### src/rtl/ysyx_23060184_pc_seq_pkg.sv
// Shared types and defaults for the fetch/commit sequencer.
// State encodings are fixed so waveforms and debug tooling can decode them.
package ysyx_23060184_pc_seq_pkg;

    localparam int          PC_SEQ_DATA_WIDTH = 32;
    localparam logic [31:0] RESET_PC_DEFAULT  = 32'h8000_0000;

    typedef enum logic [2:0] {
        PC_SEQ_FETCH  = 3'd0,
        PC_SEQ_WAIT   = 3'd1,
        PC_SEQ_EXEC   = 3'd2,
        PC_SEQ_COMMIT = 3'd3,
        PC_SEQ_HALT   = 3'd4,
        PC_SEQ_FAULT  = 3'd5
    } pc_seq_state_e;

    // Instructions are word aligned; any set low bit is a bad target.
    function automatic logic is_misaligned(input logic [1:0] addr_lsb);
        return addr_lsb != 2'b00;
    endfunction

endpackage

### src/rtl/ysyx_23060184_instret_cnt.sv
// Retired-instruction counter, wraps modulo 2^DATA_WIDTH.
// Latency: count updates on the edge after inc; reset beats inc.
// Backpressure: none, pure counter.
module ysyx_23060184_instret_cnt #(
    parameter int DATA_WIDTH = 32
) (
    input  logic                  clk,
    input  logic                  reset,
    input  logic                  inc,
    output logic [DATA_WIDTH-1:0] count
);

    localparam logic [DATA_WIDTH-1:0] ONE = DATA_WIDTH'(1);

    always_ff @(posedge clk) begin
        if (reset) begin
            count <= '0;
        end else if (inc) begin
            count <= count + ONE;
        end
    end

endmodule

### src/rtl/ysyx_23060184_pc_seq.sv
// Fetch/commit sequencer: owns the PC and walks one instruction through fetch, exec, commit.
// Latency: 4 cycles per instruction minimum (FETCH, WAIT, EXEC, COMMIT).
// Backpressure: each state holds until its handshake input is high; HALT/FAULT hold until reset.
module ysyx_23060184_pc_seq
    import ysyx_23060184_pc_seq_pkg::*;
#(
    parameter int                    DATA_WIDTH = PC_SEQ_DATA_WIDTH,
    parameter logic [DATA_WIDTH-1:0] RESET_PC   = DATA_WIDTH'(RESET_PC_DEFAULT)
) (
    input  logic                  clk,
    input  logic                  reset,
    output logic                  ifu_req_valid,
    input  logic                  ifu_req_ready,
    output logic [DATA_WIDTH-1:0] ifu_req_addr,
    input  logic                  ifu_resp_valid,
    output logic                  ifu_resp_ready,
    input  logic [DATA_WIDTH-1:0] ifu_resp_inst,
    input  logic                  ifu_resp_err,
    output logic                  inst_valid,
    input  logic                  inst_ready,
    output logic [DATA_WIDTH-1:0] PC,
    output logic [DATA_WIDTH-1:0] Inst,
    input  logic                  commit_valid,
    input  logic [DATA_WIDTH-1:0] NPC,
    input  logic                  halt,
    output logic                  halted,
    output logic                  fault,
    output logic [DATA_WIDTH-1:0] fault_pc,
    output logic [DATA_WIDTH-1:0] instret
);

    pc_seq_state_e         state_q;
    pc_seq_state_e         state_d;
    logic [DATA_WIDTH-1:0] pc_q;
    logic [DATA_WIDTH-1:0] inst_q;
    logic [DATA_WIDTH-1:0] fault_pc_q;
    logic                  fault_q;

    logic resp_ok;
    logic resp_bad;
    logic commit_fire;
    logic commit_halt;
    logic commit_bad;
    logic commit_ok;
    logic retire;

    assign resp_ok     = (state_q == PC_SEQ_WAIT) && ifu_resp_valid && !ifu_resp_err;
    assign resp_bad    = (state_q == PC_SEQ_WAIT) && ifu_resp_valid && ifu_resp_err;
    assign commit_fire = (state_q == PC_SEQ_COMMIT) && commit_valid;
    // Halt outranks the alignment check: an ebreak retires even with a bogus NPC.
    assign commit_halt = commit_fire && halt;
    assign commit_bad  = commit_fire && !halt && is_misaligned(NPC[1:0]);
    assign commit_ok   = commit_fire && !halt && !is_misaligned(NPC[1:0]);
    assign retire      = commit_halt || commit_ok;

    always_comb begin
        state_d = state_q;
        unique case (state_q)
            PC_SEQ_FETCH:  if (ifu_req_ready) state_d = PC_SEQ_WAIT;
            PC_SEQ_WAIT: begin
                if (resp_ok)       state_d = PC_SEQ_EXEC;
                else if (resp_bad) state_d = PC_SEQ_FAULT;
            end
            PC_SEQ_EXEC:   if (inst_ready) state_d = PC_SEQ_COMMIT;
            PC_SEQ_COMMIT: begin
                if (commit_halt)     state_d = PC_SEQ_HALT;
                else if (commit_bad) state_d = PC_SEQ_FAULT;
                else if (commit_ok)  state_d = PC_SEQ_FETCH;
            end
            PC_SEQ_HALT:   state_d = PC_SEQ_HALT;
            PC_SEQ_FAULT:  state_d = PC_SEQ_FAULT;
            default:       state_d = PC_SEQ_FAULT;
        endcase
    end

    always_ff @(posedge clk) begin
        if (reset) begin
            state_q    <= PC_SEQ_FETCH;
            pc_q       <= RESET_PC;
            inst_q     <= '0;
            fault_q    <= 1'b0;
            fault_pc_q <= '0;
        end else begin
            state_q <= state_d;
            fault_q <= resp_bad || commit_bad;
            if (resp_ok) begin
                inst_q <= ifu_resp_inst;
            end
            if (commit_ok) begin
                pc_q <= NPC;
            end
            if (resp_bad) begin
                fault_pc_q <= pc_q;
            end else if (commit_bad) begin
                fault_pc_q <= NPC;
            end
        end
    end

    ysyx_23060184_instret_cnt #(
        .DATA_WIDTH(DATA_WIDTH)
    ) u_instret_cnt (
        .clk  (clk),
        .reset(reset),
        .inc  (retire),
        .count(instret)
    );

    // Handshakes come straight from the state register, no input feedthrough.
    assign ifu_req_valid  = (state_q == PC_SEQ_FETCH);
    assign ifu_resp_ready = (state_q == PC_SEQ_WAIT);
    assign inst_valid     = (state_q == PC_SEQ_EXEC);
    assign halted         = (state_q == PC_SEQ_HALT);
    assign ifu_req_addr   = pc_q;
    assign PC             = pc_q;
    assign Inst           = inst_q;
    assign fault          = fault_q;
    assign fault_pc       = fault_pc_q;

endmodule

### config.mk
export PLATFORM = sky130hd
export DESIGN_NAME = ysyx_23060184_pc_seq
export DESIGN_NICKNAME = d
export VERILOG_FILES = /design/src/rtl/ysyx_23060184_pc_seq_pkg.sv /design/src/rtl/ysyx_23060184_instret_cnt.sv /design/src/rtl/ysyx_23060184_pc_seq.sv
export SDC_FILE = /design/constraint.sdc
export NUM_CORES = 1
export LEC_CHECK = 0
export CAP_MARGIN = 10
export CORE_UTILIZATION = 45
export CTS_CLUSTER_SIZE = 14
export DETAILED_ROUTE_END_ITERATION = 6
export PLACE_DENSITY = 0.84
export SYNTH_ARGS = -nofsm -noshare
export SYNTH_HDL_FRONTEND = slang
export SYNTH_SLANG_ARGS = --single-unit
### constraint.sdc
create_clock -name clk -period 3.3 [get_ports clk]
set_clock_uncertainty 0.2 [all_clocks]
set_input_delay 0.99 -clock clk [delete_from_list [all_inputs] [get_ports clk]]
set_output_delay 0.99 -clock clk [all_outputs]
set_load 0.01 [all_outputs]
==> flow_summary_export.csv, run 1 <==
group,metric,value,unit
sta,timing.slew.headroom,63.3,%
grt,grt_pass1_wl,26.1,mm
clock_tree,cts-resized-gates,0,
pwr,power_density,462,nW/um^2
logic_synthesis,syn_area_per_cell,8.42,um^2
pwr,leakagePower,0.00286,uW
route,postRouteAntennaNets,0,
die,die_area,13000,um^2
pwr,vdd_drop_max,0.000429,V
route,wire_per_inst,15.9,um
sta,hold_viol,0,
logic_synthesis,yosys_warnings,0,
layout,regArea,2650,um^2
setup_path,slowest_stage,"clkdlybuf4s50_1",
logic_synthesis,synth_cell_types,39,
logic_synthesis,synth_edf_count,0,
die,rows,40,
sta,fmaxAchievable,315,MHz
die,die_h,114,um
clock_tree,h-tree-depth,4,
run_status,outcome,"finished, final reports clean",
setup_path,cp.arrival,1.99,ns
layout,n_fill_cell,957,
logic_synthesis,yosysSeqAreaShare,46.8,%
sta,hold-worst-slack,0.256,ns
layout,fin_util,70.6,%
logic_synthesis,synth_top_cells_by_count,"136 x nand2_1, 132 x dfxtp_1, 89 x a21oi_1",
clock_tree,cts-hold-fix-buffers,0,
clock_tree,cts_sinks,132,
die,core,12100,um^2
clock_tree,clkLatencyLatePin,0.42,ns
logic_synthesis,async_flop_share,0,%
route,drc,0,
die,die_w,114,um
route,drt_iter0_markers,326,
placed_design,dp.cells,1003,
logic_synthesis,synthTopCellsByArea,"dfxtp_1 47%, nand2_1 9.0%, a21oi_1 7.9%",
logic_synthesis,synth.most_common_cell,"nand2_1",
setup_path,crit_type,"reg -> out",
grt,antenna_found_initial,0,
route,drtPass1Iterations,4,
sta,setup_violations,0,
setup_path,max_stage_delay,0.57,ns
layout,multi_input_comb_area,2530,um^2
grt,overflow,0,
route,viasPerCell,5.38,
grt,grt.total_usage,25.3,%
setup_path,crit_path_start_kind,"flip-flop",
logic_synthesis,netlist_area,5640,um^2
logic_synthesis,yosys.area.top_type,"dfxtp_1",
clock_tree,cts_root_buf,"clkbuf_16",
layout,drive_gt1_share,6.00,%
sta,finalCritPeriodShare,96.3,%
sta,fin_crit,3.18,ns
clock_tree,cts_tree,"done",
clock_tree,clk_pin_slew_worst_paths,0.06,ns
logic_synthesis,synth_top_area_share,46.8,%
layout,num-nets-final,927,
placed_design,place.port_buffers,236,
worst_hold_path,hold_class,"reg -> reg",
clock_tree,clock_path_buffers,2,
grt,grt_pass1_vias,5451,
logic_synthesis,synth_seq_cells,132,
grt,grt_max_degree,66,
layout,area_growth,51.5,%
route,drt-total-wl,16.4,mm
logic_synthesis,syn_inst,670,
placed_design,gp_congestion,0.764,
setup_path,worstPathMaxFanout,10,
die,io_pins,237,
setup_path,required,2.11,ns
job,maxCapViolations,0,
sta,slew_viol_final,0,
route,vias,5573,
logic_synthesis,syn-num-nets,743,
layout,final_cells,1035,
logic_synthesis,ys.flop_type,"dfxtp_1",
clock_tree,numCtsBuffers,17,
setup_path,crit_path_end_kind,"primary output",
sta,worst_pin_slew,0.549,ns
sta,rsz0062_at_grt,"no",
die,initial_core_util,46.6,%
setup_path,crit_chain,"or3b_1, inv_1, clkdlybuf4s50_1",
clock_tree,cts_setup_buffers,0,
layout,num_antenna_cells,0,
sta,fin_setup_tns,0,ns
placed_design,hpwl,11.2,mm
==> final cells by class <==
class / instances / share of cell area, %
sequential: 132 / 30.9
multi-input combinational: 448 / 29.6
timing repair buffer: 248 / 29.4
clock buffer: 23 / 5.83
tap: 168 / 2.46
clock inverter: 9 / 1.45
inverter: 7 / 0.307
==> worst max-delay path, delay by kind of cell (launching register included) <==
family                 cells  cell delay [ns]
buffers and inverters      2             0.71
and+or+nand+nor            1             0.43
DFF                        1             0.43
==> placed cells by master, fill, tap and decap left out, drive strengths merged, types with 6 or more instances in the layout <==
cell             n
nand2          136
a21oi           89
clkinv           6
mux2i           32
o31ai           21
clkbuf          23
nor2            43
or4             21
nand3           11
and4             6
clkdlybuf4s50  235
buf             13
nand4           15
xor2             6
dfxtp          132
a211oi          33
inv              7
==> registers in the layout, indices dropped and copies added (netlist names) <==
signal	flops
fault	1
PC	32
Inst	32
u_instret_cnt.count	32
fault_pc	32
state_q	3
==> worst paths after layout <==
kind	from	end	slack (ns)	depth (start not counted)
worst max-delay path	state_q[0]$_SDFFE_PP0P_	ifu_resp_ready	0.12	3
worst min register to register	Inst[10]$_SDFFE_PP0P_	Inst[10]$_SDFFE_PP0P_	0.26	2
worst max register to register	u_instret_cnt.count[0]$_SDFFE_PP0P_	u_instret_cnt.count[26]$_SDFFE_PP0P_	0.96	5
worst min-delay path	Inst[10]$_SDFFE_PP0P_	Inst[10]$_SDFFE_PP0P_	0.26	2
==> where the power goes <==
part | internal [uW] | leakage [uW] | switching, uW
logic | 185 | 0.00148 | 145
clock network | 1280 | 0.000313 | 677
registers | 1630 | 0.00107 | 26.8
total | 3100 | 0.00286 | 849
==> cells by family after synthesis <==
logic type | share of synthesized area [%]
DFF | 46.8
and+or+nand+nor | 21.3
adders and majority gates | 0.222
muxes | 6.27
buffers and inverters | 8.51
xor gates and xnor gates | 0.931
AOI/OAI and AO/OA | 16.0
==> per-stage QoR <==
step           worst slack [ns]  total power, uW  instance area [um^2]
2_1_floorplan             0.800             1820                  5640
4_1_cts                  0.0146             3980                  8550
3_5_place_dp              0.197             2020                  7920
5_1_grt                  0.0343             4070                  8550
6_report                  0.121             3950                  8550
3_3_place_gp              0.183             2010                  7920
==> per-layer routing <==
metal	vias up	track usage (%)	wire length, um
li1	2687	-	-
met1	2679	27.3	6440
met2	179	45.5	8620
met3	28	8.77	1100
met4	0	9.61	270
met5	-	0	0
Note: power is estimated with default switching activity, not from simulation.
==> run 2: changes to the inputs <==
--- a/config.mk
+++ b/config.mk
@@ -14,2 +14,3 @@
 export SYNTH_HDL_FRONTEND = slang
+export SYNTH_HIERARCHICAL = 1
 export SYNTH_SLANG_ARGS = --single-unit
--- a/constraint.sdc
+++ b/constraint.sdc
@@ -4,2 +4,2 @@
 set_output_delay 0.99 -clock clk [all_outputs]
-set_load 0.01 [all_outputs]
+set_load 0.02 [all_outputs]
==> run 2 against run 1 <==
Utilization is 0.64 points higher. Fmax is 0.26% lower. Clock-buffer cell count is 5 lower. Clock power is 4% higher. Worst hold slack worse by 0.0048 ns. Global-route usage hardly changed. Sequential power hardly changed. Largest cell class unchanged. Highest routed layer unchanged.
==> flow_summary_export.csv, run 2 <==
group,metric,value,unit
run_status,outcome,"finished, final reports clean",
setup_path,crit_type,"reg -> out",
layout,num-nets-final,972,
placed_design,hpwl,11.4,mm
clock_tree,clock_path_buffers,2,
logic_synthesis,synth_top_cells_by_count,"136 x nand2_1, 132 x dfxtp_1, 120 x nor2_1",
die,rows,40,
route,drt_iter0_markers,235,
pwr,power_density,477,nW/um^2
worst_hold_path,hold_end,"Inst[21]$_SDFFE_PP0P_",
sta,hold_viol,0,
logic_synthesis,syn_inst,698,
logic_synthesis,synth.most_common_cell,"nand2_1",
layout,final_area,8700,um^2
die,initial_core_util,47.0,%
setup_path,cp_top_family,"buffers and inverters",
logic_synthesis,synth_top_area_share,46.1,%
route,drtPass1Iterations,5,
sta,finalCritPeriodShare,96.6,%
pwr,total_power,4150,uW
placed_design,gp_congestion,0.862,
setup_path,required,2.11,ns
logic_synthesis,synth_edf_count,0,
setup_path,max_stage_delay,0.62,ns
layout,fin_util,71.2,%
grt,overflow,0,
placed_design,dp.cells,1048,
die,io_pins,237,
grt,antenna_found_initial,0,
logic_synthesis,netlist_area,5740,um^2
placed_design,placed_area,8050,um^2
clock_tree,cts_sinks,132,
sta,rsz0062_at_grt,"no",
setup_path,crit_chain,"or3b_4, clkinv_2, clkdlybuf4s50_1",
route,viasPerCell,5.18,
sta,fin_crit,3.19,ns
worst_hold_path,hold_depth,2,
setup_path,worst_r2r_endpoint,"u_instret_cnt/count[30]$_SDFFE_PP0P_",
logic_synthesis,syn-num-nets,771,
layout,final_cells,1080,
sta,worst_pin_slew,0.575,ns
logic_synthesis,synthTopCellsByArea,"dfxtp_1 46%, nand2_1 8.9%, nor2_1 7.9%",
worst_hold_path,hold_class,"reg -> reg",
route,drt-total-wl,16.3,mm
grt,grt_pass1_vias,5331,
layout,final_cell_mix,"235 x clkdlybuf4s50_1, 136 x nand2_1, 131 x dfxtp_1, 120 x nor2_1, 71 x a21oi_1",
clock_tree,cts-hold-fix-buffers,0,
sta,fin_setup_tns,0,ns
setup_path,cp.arrival,2.00,ns
die,core,12200,um^2
logic_synthesis,synth_cell_types,47,
sta,slew_viol_final,0,
setup_path,worstPathMaxFanout,10,
worst_hold_path,hp-start,"Inst[21]$_SDFFE_PP0P_",
setup_path,crit_buf_inv,2,
setup_path,regToRegSetupSlack,0.69,ns
clock_tree,clkLatencyLatePin,0.41,ns
die,die_w,115,um
setup_path,crit_path_end_kind,"primary output",
clock_tree,clk_pin_slew_worst_paths,0.06,ns
sta,timing.slew.headroom,61.7,%
logic_synthesis,yosys_warnings,6,
logic_synthesis,yosysSeqAreaShare,46.1,%
placed_design,place.port_buffers,236,
route,vias,5595,
grt,grt_pass1_wl,26.2,mm
clock_tree,h-tree-depth,4,
setup_path,r2r-start,"state_q[1]$_SDFFE_PP0P_",
logic_synthesis,ys.flop_type,"dfxtp_1",
clock_tree,cts_tree,"done",
layout,final_common_cell,"clkdlybuf4s50_1",
layout,drive_gt1_share,10.1,%
clock_tree,cts-resized-gates,1,
job,maxCapViolations,0,
route,wire_per_inst,15.1,um
route,postRouteAntennaNets,0,
die,die_area,13200,um^2
setup_path,crit_path_start_kind,"flip-flop",
setup_path,r2r_cells,7,
logic_synthesis,yosys.area.top_type,"dfxtp_1",
pwr,leakagePower,0.00312,uW
grt,grt.total_usage,25.3,%
clock_tree,cts_setup_buffers,0,
layout,area_growth,51.6,%
layout,num_antenna_cells,0,
grt,grt_max_degree,53,
clock_tree,numCtsBuffers,17,
pwr,vdd_drop_max,0.000329,V
setup_path,slowest_stage,"clkdlybuf4s50_1",
sta,fmaxAchievable,314,MHz
sta,setup_violations,0,
clock_tree,cts_root_buf,"clkbuf_16",
logic_synthesis,async_flop_share,0,%
die,die_h,115,um
logic_synthesis,synth_seq_cells,132,
logic_synthesis,syn_area_per_cell,8.22,um^2
route,drc,0,
==> run 2: tightest hold or removal path, stage by stage (launching register included) <==
cell and delay, ns:
dfxtp_1 0.30, nand2_1 0.05, a21oi_1 0.05
==> run 2: area by class of cell <==
type	instances	area [um^2]
repair buffers	261	2610
well taps	168	210
flip-flops and latches	132	2640
fillers	984	3510
inverters	5	20.0
clock buffers	18	439
clock inverters	14	209
multi-input cells	482	2560
==> run 2: report_power, final <==
part           internal [uW]  switching [uW]
clock network           1350             684
logic                    220             220
registers               1640            31.4
total                   3210             936
==> run 2: per-layer routing <==
metal / GRT usage (%) / routed length (um) / up-vias
met4: 12.6 / 505 / 0
met1: 30.0 / 6630 / 2638
met3: 6.06 / 941 / 40
met5: 0 / 0 / -
met2: 42.9 / 8230 / 209
li1: - / - / 2708
==> run 2: worst max-delay path by stage <==
| stage | startpoint | to | slack [ns] | cells after the start |
|---|---|---|---|---|
| global placement | commit_valid | u_instret_cnt/count[18]$_SDFFE_PP0P_ | -0.13 | 9 |
| finish | state_q[1]$_SDFFE_PP0P_ | ifu_resp_ready | 0.11 | 3 |
| CTS | state_q[1]$_SDFFE_PP0P_ | ifu_resp_ready | 0.1 | 3 |
| detailed placement | commit_valid | u_instret_cnt/count[30]$_SDFFE_PP0P_ | -0.21 | 8 |
| floorplan | NPC[0] | u_instret_cnt/count[27]$_SDFFE_PP0P_ | 0.34 | 9 |
| global route | state_q[1]$_SDFFE_PP0P_ | ifu_resp_ready | 0.04 | 3 |
==> run 2: cell families after synthesis <==
| group | synth area share [%] |
|---|---|
| XOR/XNOR | 1.99 |
| buffers and inverters | 9.36 |
| flip-flops | 46.1 |
| multiplexers | 2.73 |
| AND/OR/NAND/NOR | 31.4 |
| adder cells (fa/ha/maj) | 0.218 |
| AO/OA/AOI/OAI | 8.27 |
==> run 2: through the flow <==
stage	setup WS, ns	hold WS, ns
4_1_cts	0.0973	0.254
3_5_place_dp	-0.215	0.246
6_report	0.112	0.252
5_1_grt	0.0369	0.268
3_3_place_gp	-0.133	0.241
2_1_floorplan	0.337	0.334
==> run 3: changes to the inputs <==
CAP_MARGIN = 20   (was 10)
==> results of run 3 <==
Same layout as run 2: the final DEF is identical, and so are final timing and power.
